## src/rtl/branch_predict_unit.sv

```systemverilog
// Branch predictor: bimodal table of 2-bit counters plus execute-stage resolution and fetch redirect.
// Optional BPU_STATS_EN adds saturating branch / redirect counters.
module branch_predict_unit #(
   parameter int XLEN        = 32,
   parameter int BHT_ENTRIES = 64
) (
   input  logic            i_clk,
   input  logic            i_rst,
   input  logic [XLEN-1:0] i_fetch_pc,
   output logic            o_pred_taken,
   input  logic            i_ex_valid,
   input  logic [XLEN-1:0] i_ex_pc,
   input  logic [6:0]      i_ex_opcode,
   input  logic [2:0]      i_ex_funct3,
   input  logic [XLEN-1:0] i_ex_rs1,
   input  logic [XLEN-1:0] i_ex_rs2,
   input  logic            i_ex_pred_taken,
   input  logic [XLEN-1:0] i_ex_target,
   input  logic [XLEN-1:0] i_ex_alu_result,
`ifdef BPU_STATS_EN
   output logic [31:0]     o_stat_branches,
   output logic [31:0]     o_stat_mispredicts,
`endif
   output logic            o_redirect,
   output logic [XLEN-1:0] o_redirect_pc
);

   localparam int IW = $clog2(BHT_ENTRIES);
   localparam logic [6:0] OP_BRANCH = 7'b1100011;
   localparam logic [6:0] OP_JALR   = 7'b1100111;

   logic [1:0]      r_bht [BHT_ENTRIES];
   logic            r_redirect;
   logic [XLEN-1:0] r_redirect_pc;

   logic [IW-1:0]   w_idx_f, w_idx_ex;
   logic            w_res, w_b_legal, w_is_jalr, w_taken, w_mis, w_redir_nxt;
   logic [XLEN-1:0] w_redir_pc_nxt;
   logic            w_unused;

   assign w_idx_f      = i_fetch_pc[IW+1:2];
   assign w_idx_ex     = i_ex_pc[IW+1:2];
   assign o_pred_taken = r_bht[w_idx_f][1];
   assign w_unused     = ^{i_fetch_pc[XLEN-1:IW+2], i_fetch_pc[1:0], i_ex_alu_result[0]};

   // Instructions arriving while a redirect is out are wrong-path and ignored.
   assign w_res     = i_ex_valid && !r_redirect;
   assign w_b_legal = w_res && (i_ex_opcode == OP_BRANCH) &&
                      (i_ex_funct3 != 3'b010) && (i_ex_funct3 != 3'b011);
   assign w_is_jalr = w_res && (i_ex_opcode == OP_JALR);

   always_comb begin
      w_taken = 1'b0;
      case (i_ex_funct3)
         3'b000:  w_taken = (i_ex_rs1 == i_ex_rs2);
         3'b001:  w_taken = (i_ex_rs1 != i_ex_rs2);
         3'b100:  w_taken = ($signed(i_ex_rs1) <  $signed(i_ex_rs2));
         3'b101:  w_taken = ($signed(i_ex_rs1) >= $signed(i_ex_rs2));
         3'b110:  w_taken = (i_ex_rs1 <  i_ex_rs2);
         3'b111:  w_taken = (i_ex_rs1 >= i_ex_rs2);
         default: w_taken = 1'b0;
      endcase
   end

   assign w_mis       = w_b_legal && (w_taken != i_ex_pred_taken);
   assign w_redir_nxt = w_mis || w_is_jalr;

   always_comb begin
      w_redir_pc_nxt = i_ex_pc + XLEN'(4);
      if (w_is_jalr)
         w_redir_pc_nxt = {i_ex_alu_result[XLEN-1:1], 1'b0};
      else if (w_taken)
         w_redir_pc_nxt = i_ex_target;
   end

   always_ff @(posedge i_clk) begin
      if (i_rst) begin
         for (int i = 0; i < BHT_ENTRIES; i++) r_bht[i] <= 2'b01;
         r_redirect    <= 1'b0;
         r_redirect_pc <= '0;
      end else begin
         r_redirect <= w_redir_nxt;
         if (w_redir_nxt) r_redirect_pc <= w_redir_pc_nxt;
         if (w_b_legal) begin
            if (w_taken) begin
               if (r_bht[w_idx_ex] != 2'b11) r_bht[w_idx_ex] <= r_bht[w_idx_ex] + 2'd1;
            end else begin
               if (r_bht[w_idx_ex] != 2'b00) r_bht[w_idx_ex] <= r_bht[w_idx_ex] - 2'd1;
            end
         end
      end
   end

   assign o_redirect    = r_redirect;
   assign o_redirect_pc = r_redirect_pc;

`ifdef BPU_STATS_EN
   logic [31:0] r_stat_br, r_stat_mis;

   always_ff @(posedge i_clk) begin
      if (i_rst) begin
         r_stat_br  <= '0;
         r_stat_mis <= '0;
      end else begin
         if (w_b_legal && (r_stat_br != '1))    r_stat_br  <= r_stat_br + 32'd1;
         if (w_redir_nxt && (r_stat_mis != '1)) r_stat_mis <= r_stat_mis + 32'd1;
      end
   end

   assign o_stat_branches    = r_stat_br;
   assign o_stat_mispredicts = r_stat_mis;
`endif

endmodule

```

## config.mk

```make
export PLATFORM = sky130hd
export DESIGN_NAME = branch_predict_unit
export DESIGN_NICKNAME = d
export VERILOG_FILES = /design/src/rtl/branch_predict_unit.sv
export SDC_FILE = /design/constraint.sdc
export NUM_CORES = 1
export LEC_CHECK = 0
export ABC_AREA = 0
export CORE_ASPECT_RATIO = 0.5
export CORE_UTILIZATION = 50
export CTS_BUF_LIST = sky130_fd_sc_hd__clkbuf_16
export DETAILED_ROUTE_END_ITERATION = 6
export HOLD_SLACK_MARGIN = 0.1
export PLACE_DENSITY = 0.79
export SYNTH_ARGS = -nofsm -noshare
export SYNTH_HDL_FRONTEND = slang
export SYNTH_SLANG_ARGS = --single-unit
export TNS_END_PERCENT = 30
```

## constraint.sdc

```tcl
create_clock -name i_clk -period 8.3 [get_ports i_clk]
set_input_delay 1.245 -clock i_clk [delete_from_list [all_inputs] [get_ports i_clk]]
set_output_delay 1.245 -clock i_clk [all_outputs]
set_load 0.005 [all_outputs]
```

==> summary.md, run 1 <==
| Metric | Value |
|---|---|
| Run status | finished, final reports clean |
| Worst Path Max Fanout | 26 |
| Hold Path Cell Cnt | 2 |
| CTS Buf Count | 17 |
| First-pass GRT wire length | approximately 58 mm |
| Clock root buffer | clkbuf_16 |
| Gr usage total | between 30% and 40% |
| CP startpoint kind | input pin |
| # setup viols final | 0 |
| Synthesis Warnings | 0 |
| Cells after synthesis | ~1100 |
| Syn Area/Cell | about 11 sq um |
| Fin cells | about 1500 |
| Largest net degree at the start of global routing | 85 |
| Hold_ws | 501 ps |
| # DRC | 0 |
| Sink Count | approximately 160 |
| Total global routing overflow | 0 |
| Row Count | 38 |
| Levels on crit path | 11 |
| Clock slew seen by the registers of the worst setup and hold paths | approximately 60 ps |
| Via count | 10600 |
| Num ports | between 200 and 250 |
| Drt wl/cell | between 20 and 30 um |
| Syn nets | ~1300 |
| Pleak | between 4 and 5 nW |
| Placed cell area | 13500 sq um |
| PD cells | ~150 nW/um^2 |
| Ys async rst share | 0% |
| CTS resizes | 0 |
| Chip height | ~110 um |
| Max Freq | 0.158 GHz |
| Drt pass-1 iters | 7 |
| Final Hold Vio Count | 0 |
| Clock latency on the worst-skew pair | approximately 440 ps |
| CTS tree | built |
| RSZ-0062 raised after global routing | no |
| Seq cells post-synth | approximately 160 |
| Post-synthesis cell type count | 70 |
| DRT iter0 DRCs | roughly 1500 |
| Setup bufs post-CTS | 0 |
| Nets@finish | 1464 |
| Starting Density | between 50% and 60% |
| Vias per cell | 6.89 |
| Final instance area | ~14000 sq um |
| Slowest stage cell, crit path | clkdlybuf4s50_1 |
| CTS Hold Buffers Added | 0 |
| Skew final | between 7 and 8 ps |
| IO Port Bufs | around 210 |
| Critical path endpoint category | register |
| Hold crit path type | register to register |
| Vias in the first global route | between 10000 and 15000 |
| EDFF count, synth | roughly 130 |
| Cell area after synthesis | between 10000 and 15000 sq um |
| R2R depth | 10 |
| Slew @ Worst Pin | roughly 1200 ps |
| Top FF cell, synth | edfxtp_1 |
| Seq/Total Area, Yosys | between 30 and 40% |
| Setup TNS | 0 ps |
| DP HPWL | between 20 and 30 mm |
| Critical Path RT | between 8000 and 9000 ps |
| CTS Buffer Depth | 2 |
| WP data arrival | approximately 6500 ps |
| Core area | 22000 sq um |
| Htree depth | 4 |
| Period minus WS final | 6320 ps |
| Rel. slew slack | a little under a fifth |
| Die area | roughly 23000 sq um |
| Post-Route WL | 38.5 mm |
| CP max stage delay | ~1100 ps |
| Antenna-violating nets left | 0 |
| Crit path cell chain | clkdlybuf4s50_1 > mux4_2 > mux2i_1 > o22a_1 > o2111ai_1 > or4_1 > and2_4 > nor3_4 > o211a_1 > buf_4 > a31o_1 |
| Worst Path Buf+Inv | 2 |
| Final Cycle Share | 76.1% |
| Fraction of layout cells with a size suffix above 1 | about 16% |
| Initial antenna violation count | 1 |
| Max_cap viols | 0 |
| Layout Utilization | between 60% and 70% |
| WS Path Type | input pin to register |
| Crit path max-delay family | compound AO/OA/AOI/OAI gates |
| Area Overhead vs Synth | 23.9% |
| RD Place Congestion | between 0.9 and 1 |
| Die Width | approximately 220 um |
| Inst Count DP | 1506 |
| Worst-case vdd ir drop | about 0.15 mV |
| Pins Over Slew Limit | 0 |
-- area by class of cell --
class	count	area, sq um
Sequential cell	161	4500
Antenna cell	1	2.50
Clock inverter	13	98.8
Multi-Input combinational cell	752	6100
Fill cell	1734	7910
Inverter	43	161
Timing Repair Buffer	250	2390
Clock buffer	17	425
Tap cell	300	375
-- power by group --
group	switching [mW]	total, mW	internal (mW)	leakage (nW)
Combinational	0.275	0.465	0.190	2.84
Sequential	0.00884	0.890	0.881	1.35
Clock	0.327	0.729	0.403	0.258
Total	0.611	2.08	1.47	4.45
-- per-layer routing --
metal / wire (um) / track usage (%) / part of all wire [%] / vias to the layer above
li1: - / - / - / 4561
met1: 14300 / 40.5 / 37 / 5041
met2: 17400 / 52.6 / 45 / 826
met3: 5010 / 10.9 / 13 / 156
met4: 1760 / 15.9 / 4.6 / 2
met5: 33 / 0 / 0.086 / -
-- worst register-to-register path: stages, from the launching register on --
cell and delay, ps:
edfxtp_1 360, mux2_1 330, mux4_2 480, o21ai_1 270, o2111ai_1 160, or4_1 750
and2_4 280, nor3_4 360, o211a_1 910, buf_4 360, a31o_1 220
-- cells in the mapped netlist, drive strengths merged, types with 7 or more instances --
master	count	area share, %
edfxtp	128	34
a31o	70	5.4
nor4	66	6.6
nand2	64	2.1
clkbuf	63	2.1
nand4	60	3.3
buf	53	3.3
nor3	47	2.2
nand3	43	1.9
inv	41	1.4
nor2	41	1.4
o21ai	37	1.6
mux4	36	7.1
dfxtp	33	5.8
ha	33	3.6
a21oi	30	1.3
xor2	20	1.5
a211oi	18	1.2
mux2i	17	1.5
mux2	14	1.4
o311ai	13	1.0
a311oi	12	0.93
a221oi	10	0.77
nor2b	10	0.55
o31a	9	0.69
xnor2	9	0.69
and2	8	0.46
and3	8	0.44
a31oi	7	0.39
-- logic make-up after synthesis --
kind of cell | after synthesis | share of synthesized area (%)
fa+ha+maj | 33 | 3.64
mux | 67 | 10.0
compound gates | 245 | 16.6
buf+inv | 159 | 6.84
simple gates | 378 | 20.9
flops | 161 | 39.7
xor+xnor | 29 | 2.24
-- metrics by stage --
step	worst slack (ps)	total power [mW]
2_1_floorplan	3400	1.17
3_3_place_gp	1780	1.35
3_5_place_dp	1660	1.36
4_1_cts	2090	2.06
5_1_grt	1870	2.13
6_report	1980	2.08
-- path summary, 6_finish.rpt --
check                           startpoint                            end  slack, ps
min reg2reg  o_redirect_pc[3]$_SDFFE_PP0P_  o_redirect_pc[3]$_SDFFE_PP0P_        500
min          o_redirect_pc[3]$_SDFFE_PP0P_  o_redirect_pc[3]$_SDFFE_PP0P_        500
max reg2reg     r_bht[22][0]$_SDFFCE_PN1P_     r_bht[40][0]$_SDFFCE_PN1P_       3520
max                             i_ex_pc[2]     r_bht[40][0]$_SDFFCE_PN1P_       1980
-- cells in the final DEF, fill, tap and decap left out, types with 5 or more instances in the layout --
cell and instances:
clkdlybuf4s50_1 209, edfxtp_1 128, nand2_1 64, nand4_1 60, nor4_2 54, a31o_1 51, nor3_1 46, nand3_1 43
inv_1 42, nor2_1 41, buf_4 39, mux4_2 36, o21ai_0 34, ha_1 33, dfxtp_1 33, a21oi_1 29
xor2_1 20, a31o_2 19, a211oi_1 17, clkbuf_16 17, mux2i_1 16, nor4_1 12, a311oi_1 12, a221oi_1 10
mux2_2 10, o31a_1 9, xnor2_1 9, and3_1 8, nor2b_1 8, o311ai_0 8, and2_1 7, a31oi_1 7
nand2b_1 6, o211a_1 6, or3_1 6, a22oi_1 5, nand3b_1 5, and4_1 5, a21o_1 5, o311ai_1 5
-- flip-flops by register name, summed over array words and instances (netlist names) --
name	count
o_redirect	1
r_bht	128
o_redirect_pc	32
Power figures use the tool's default switching activity.
==> inputs of run 2 (changes only) <==
==> constraint.sdc (replaced) <==
create_clock -name i_clk -period 6.1 [get_ports i_clk]
set_input_delay 0.915 -clock i_clk [delete_from_list [all_inputs] [get_ports i_clk]]
set_output_delay 0.915 -clock i_clk [all_outputs]
set_load 0.005 [all_outputs]
==> run 2 against run 1 <==
  * Clock skew up 5.5 ps
  * Sequential share of layout area down 0.54 points
  * Utilization up 1.1 points
  * Worst setup slack worse by 1200 ps
  * Critical path type unchanged
  * Register-to-register slack worse by 1700 ps
  * Worst hold slack worse by 3.4 ps
  * Highest routed layer is now met4
==> summary.md, run 2 (synthesized netlist as in run 1, its figures left out) <==
| Metric | Value |
|---|---|
| WP data arrival | about 5500 ps |
| Largest reg by FF count | r_bht |
| Pleak | between 4 and 5 nW |
| Worst Path Max Fanout | 22 |
| Skew final | approximately 13 ps |
| Total global routing overflow | 0 |
| Hold crit path type | register to register |
| Rel. slew slack | 18.5% |
| Run status | finished, final reports clean |
| Row Count | 38 |
| CTS tree | built |
| Placed cell area | 13600 sq um |
| Commonest non-fill, non-tap cell in the layout | clkdlybuf4s50_1 |
| Num ports | between 200 and 250 |
| Starting Density | 51.6% |
| Setup bufs post-CTS | 0 |
| Via count | between 10000 and 15000 |
| WS Path Type | input pin to register |
| Core area | between 20000 and 25000 sq um |
| Antenna-violating nets left | 0 |
| Setup TNS | 0 ps |
| Vias in the first global route | just over 10000 |
| CTS Buffer Depth | 2 |
| First-pass GRT wire length | between 50 and 60 mm |
| Slew @ Worst Pin | 1220 ps |
| Drt pass-1 iters | 7 |
| Hold Path Cell Cnt | 2 |
| Fin cells | 1554 |
| Htree depth | 4 |
| CP startpoint kind | input pin |
| Max Freq | roughly 0.19 GHz |
| Vias per cell | 6.82 |
| Initial antenna violation count | 1 |
| Clock latency on the worst-skew pair | 440 ps |
| Area Overhead vs Synth | 26.1% |
| CTS Buf Count | 17 |
| Commonest cells after routing, fill and taps aside | clkdlybuf4s50_1 (209), edfxtp_1 (128), nand2_1 (64) |
| Chip height | approximately 110 um |
| Pins Over Slew Limit | 0 |
| Largest net degree at the start of global routing | 86 |
| Max_cap viols | 0 |
| Worst-case vdd ir drop | 0.189 mV |
| R2R depth | 10 |
| Period minus WS final | roughly 5400 ps |
| RD Place Congestion | 0.985 |
| Clock slew seen by the registers of the worst setup and hold paths | 70 ps |
| CTS Hold Buffers Added | 0 |
| Gr usage total | between 30% and 40% |
| IO Port Bufs | 212 |
| Critical Path RT | ~6300 ps |
| Final Power | about 3.1 mW |
| DRT iter0 DRCs | roughly 1400 |
| Largest register FFs | 128 |
| Die Width | approximately 220 um |
| Inst Count DP | about 1500 |
| # setup viols final | 0 |
| Post-Route WL | slightly below 40 mm |
| CTS resizes | 0 |
| Final Hold Vio Count | 0 |
| Final instance area | ~14000 sq um |
| PD cells | about 210 nW/um^2 |
| Fraction of layout cells with a size suffix above 1 | around 17% |
| Final Cycle Share | 87.7% |
| Critical path endpoint category | register |
| RSZ-0062 raised after global routing | no |
| Drt wl/cell | between 20 and 30 um |
| DP HPWL | 27.0 mm |
| # DRC | 0 |
| Nets@finish | between 1000 and 1500 |
| Die area | around 23000 sq um |
| Clock root buffer | clkbuf_16 |
| Sink Count | 161 |
## run 2: cell count changes in the layout (fill, tap and decap cells not counted), sizes merged
cell,delta
clkinv,-3
inv,+2
clkinvlp,-1
buf,+15
bufinv,+4
## run 2: path summary, 6_finish.rpt
kind	startpoint	endpoint	slack [ps]
setup / recovery	i_ex_rs2[31]	r_bht[32][1]$_SDFFCE_PN0P_	750
hold / removal	o_redirect_pc[0]$_SDFFE_PP0P_	o_redirect_pc[0]$_SDFFE_PP0P_	500
setup reg to reg	r_bht[19][0]$_SDFFCE_PN1P_	r_bht[32][1]$_SDFFCE_PN0P_	1780
hold reg to reg	o_redirect_pc[0]$_SDFFE_PP0P_	o_redirect_pc[0]$_SDFFE_PP0P_	500
## run 2: per-layer routing
| layer | vias to the layer above | routed length (um) | global-route usage, % |
|---|---|---|---|
| li1 | 4595 | - | - |
| met1 | 5040 | 14100 | 40.4 |
| met2 | 825 | 17900 | 55.3 |
| met3 | 145 | 5480 | 11.4 |
| met4 | 0 | 1600 | 15.1 |
| met5 | - | 0 | 0 |
## run 2: metrics by stage
stage	hold WS (ps)	setup slack, ps	utilization [%]
finish	497	749	65.1
global route	523	424	65.1
CTS	498	849	65.1
detailed placement	487	452	62.1
global placement	467	594	62.1
floorplan	467	1840	-
## run 2: layout make-up
| class | instances | area [sq um] |
|---|---|---|
| timing repair buffer | 265 | 2510 |
| clock inverter | 15 | 230 |
| antenna | 1 | 2.50 |
| clock buffer | 17 | 425 |
| fill | 1705 | 7660 |
| sequential | 161 | 4500 |
| multi-input combinational | 752 | 6090 |
| tap | 300 | 375 |
| inverter | 43 | 161 |
## run 2: power breakdown
| part | leakage, nW | switching (mW) | internal [mW] |
|---|---|---|---|
| Combinational | 2.91 | 0.378 | 0.268 |
| Clock | 0.313 | 0.479 | 0.734 |
| Sequential | 1.35 | 0.0125 | 1.20 |
## run 2: critical path, stage by stage
cell and delay, ps:
clkdlybuf4s50_1 460, inv_1 50, ha_1 370, nand4_1 240
nor4_2 480, o311ai_1 210, o2111a_1 200, and4_1 230
nor4_2 570, a21oi_1 390, o211ai_4 860, buf_4 400
nor4_1 90
==> inputs of run 3 (changes only) <==
--- a/config.mk
+++ b/config.mk
@@ -11,7 +11,7 @@
 export CTS_BUF_LIST = sky130_fd_sc_hd__clkbuf_16
 export DETAILED_ROUTE_END_ITERATION = 6
 export HOLD_SLACK_MARGIN = 0.1
-export PLACE_DENSITY = 0.79
+export PLACE_DENSITY = 0.88
 export SYNTH_ARGS = -nofsm -noshare
 export SYNTH_HDL_FRONTEND = slang
 export SYNTH_SLANG_ARGS = --single-unit
==> run 3 against run 2 <==
  * Sequential power barely moved
  * Total power fell by 3.5%
  * Largest cell class unchanged
  * Worst setup slack improved by 220 ps
  * Register-to-register slack improved by 130 ps
  * Maximum frequency rose by 4.2%
  * Largest power group unchanged
  * Final area fell by 0.41%
==> summary.md, run 3 (synthesized netlist as in run 1, its figures left out) <==
| Metric | Value |
|---|---|
| CTS Buf Count | 17 |
| Drt wl/cell | about 26 um |
| RSZ-0062 raised after global routing | no |
| Crit path max-delay family | buffers and inverters |
| Antenna-violating nets left | 0 |
| Clock slew seen by the registers of the worst setup and hold paths | approximately 70 ps |
| Critical Path RT | 6240 ps |
| Max_cap viols | 0 |
| Pleak | 4.55 nW |
| Worst Path Max Fanout | 36 |
| Crit path cell chain | clkdlybuf4s50_1 > clkinv_1 > buf_4 > mux4_2 > o21ai_1 > o2111ai_1 > or4_1 > and2_4 > nor3_4 > o211a_1 > buf_4 > a31o_1 |
| CTS resizes | 0 |
| Run status | finished, final reports clean |
| Htree depth | 4 |
| Post-Route WL | roughly 40 mm |
| Worst-case vdd ir drop | between 0.15 and 0.2 mV |
| # DRC | 0 |
| Starting Density | between 50 and 60% |
| Hold crit path type | register to register |
| Vias in the first global route | approximately 11000 |
| Final WS setup | 965 ps |
| Slowest stage cell, crit path | clkdlybuf4s50_1 |
| CP endpoint | r_bht[35][0]$_SDFFCE_PN1P_ |
| Rel. slew slack | around 17% |
| Reg2Reg Capture Point | r_bht[35][0]$_SDFFCE_PN1P_ |
| Chip height | approximately 110 um |
| FF-to-FF setup slack | 1910 ps |
| Clock latency on the worst-skew pair | around 440 ps |
| Max Freq | around 0.19 GHz |
| Die Width | between 200 and 250 um |
| Levels on crit path | 12 |
| Vias per cell | a little over 7 |
| Initial antenna violation count | 0 |
| Setup bufs post-CTS | 0 |
| Largest net degree at the start of global routing | 99 |
| R2R depth | 10 |
| CP max stage delay | roughly 800 ps |
| Skew final | slightly below 10 ps |
| Period minus WS final | 5140 ps |
| Nets@finish | around 1500 |
| WP data arrival | roughly 5300 ps |
| CTS Buffer Depth | 2 |
| Fill cells | around 1600 |
| Via count | 10900 |
| DRT iter0 DRCs | approximately 1800 |
| CTS Hold Buffers Added | 0 |
| Drt pass-1 iters | 7 |
| CP startpoint kind | input pin |
| CTS tree | built |
| RD Place Congestion | 0.955 |
| Critical Path Source | i_ex_pc[2] |
| Setup TNS | 0 ps |
| Commonest cells after routing, fill and taps aside | clkdlybuf4s50_1 (209), edfxtp_1 (128), nand2_1 (64) |
| WS Path Type | input pin to register |
| IO Port Bufs | around 210 |
| Pins Over Slew Limit | 0 |
| Final Hold Vio Count | 0 |
| First-pass GRT wire length | about 60 mm |
| Num ports | 240 |
| Critical path endpoint category | register |
| Slew @ Worst Pin | 1240 ps |
| Worst r2r src | r_bht[30][0]$_SDFFCE_PN1P_ |
| Worst slack, placed | 681 ps |
| Clock root buffer | clkbuf_16 |
| Commonest non-fill, non-tap cell in the layout | clkdlybuf4s50_1 |
| DP HPWL | about 27 mm |
| Largest register FFs | 128 |
| Most common cell on crit path | buf_4 |
| Core area | between 20000 and 25000 sq um |
| Area Overhead vs Synth | 25.5% |
| Fraction of layout cells with a size suffix above 1 | 17.1% |
| N_diodes | 0 |
| Total global routing overflow | 0 |
| # setup viols final | 0 |
| Gr usage total | around 34% |
| Worst Path Buf+Inv | 4 |
| Die area | approximately 23000 sq um |
| Final Cycle Share | a little over four fifths |
| Largest reg by FF count | r_bht |
| Sink Count | roughly 160 |
| Row Count | 38 |
| PD cells | ~210 nW/um^2 |
-- run 3: power breakdown --
| group | switching [mW] | internal (mW) | total, mW |
|---|---|---|---|
| registers | 0.0127 | 1.20 | 1.21 |
| logic | 0.382 | 0.268 | 0.650 |
| clock network | 0.486 | 0.616 | 1.10 |
| total | 0.881 | 2.08 | 2.96 |
-- run 3: cell type report --
class	instances	area (sq um)	share of cell area, %
multi-input combinational	752	6090	42.8
sequential	161	4500	31.6
timing repair buffer	260	2500	17.6
clock buffer	17	425	2.99
tap	300	375	2.64
clock inverter	15	176	1.24
inverter	43	161	1.13
-- run 3: per-layer routing --
layer	share of wire [%]	wire (um)	GRT usage, %	vias up
met1	35	13700	40.2	5112
met4	5.3	2110	17.2	0
met3	15	5780	11.9	214
met2	46	18100	56.3	1018
met5	0	0	0	-
li1	-	-	-	4582
-- run 3: worst min path at each step --
stage	from	end	slack [ps]	cells after the start
floorplan	o_redirect_pc[0]$_SDFFE_PP0P_	o_redirect_pc[0]$_SDFFE_PP0P_	470	2
global placement	o_redirect_pc[0]$_SDFFE_PP0P_	o_redirect_pc[0]$_SDFFE_PP0P_	470	2
detailed placement	o_redirect_pc[0]$_SDFFE_PP0P_	o_redirect_pc[0]$_SDFFE_PP0P_	480	2
CTS	o_redirect_pc[0]$_SDFFE_PP0P_	o_redirect_pc[0]$_SDFFE_PP0P_	490	2
global route	o_redirect_pc[2]$_SDFFE_PP0P_	o_redirect_pc[2]$_SDFFE_PP0P_	520	2
finish	o_redirect_pc[0]$_SDFFE_PP0P_	o_redirect_pc[0]$_SDFFE_PP0P_	480	2
-- run 3: stage by stage --
step | area [sq um] | power [mW] | hold slack, ps | instances | util, %
after global routing | 14200 | 3.04 | 515 | 1548 | 64.8
after CTS | 14200 | 2.94 | 488 | 1548 | 64.8
after floorplan | 11300 | 1.60 | 467 | 1072 | -
after detailed placement | 13600 | 1.86 | 479 | 1516 | 62.1
final | 14200 | 2.96 | 485 | 1548 | 64.8
after global placement | 13600 | 1.84 | 473 | 1516 | 62.1
-- run 3: worst register-to-register path: stages, from the launching register on --
cell	delay, ps
edfxtp_1	380
mux2_1	320
mux4_2	490
o21ai_1	240
o2111ai_1	170
or4_1	720
and2_4	260
nor3_4	390
o211a_1	230
buf_4	390
a31o_1	300
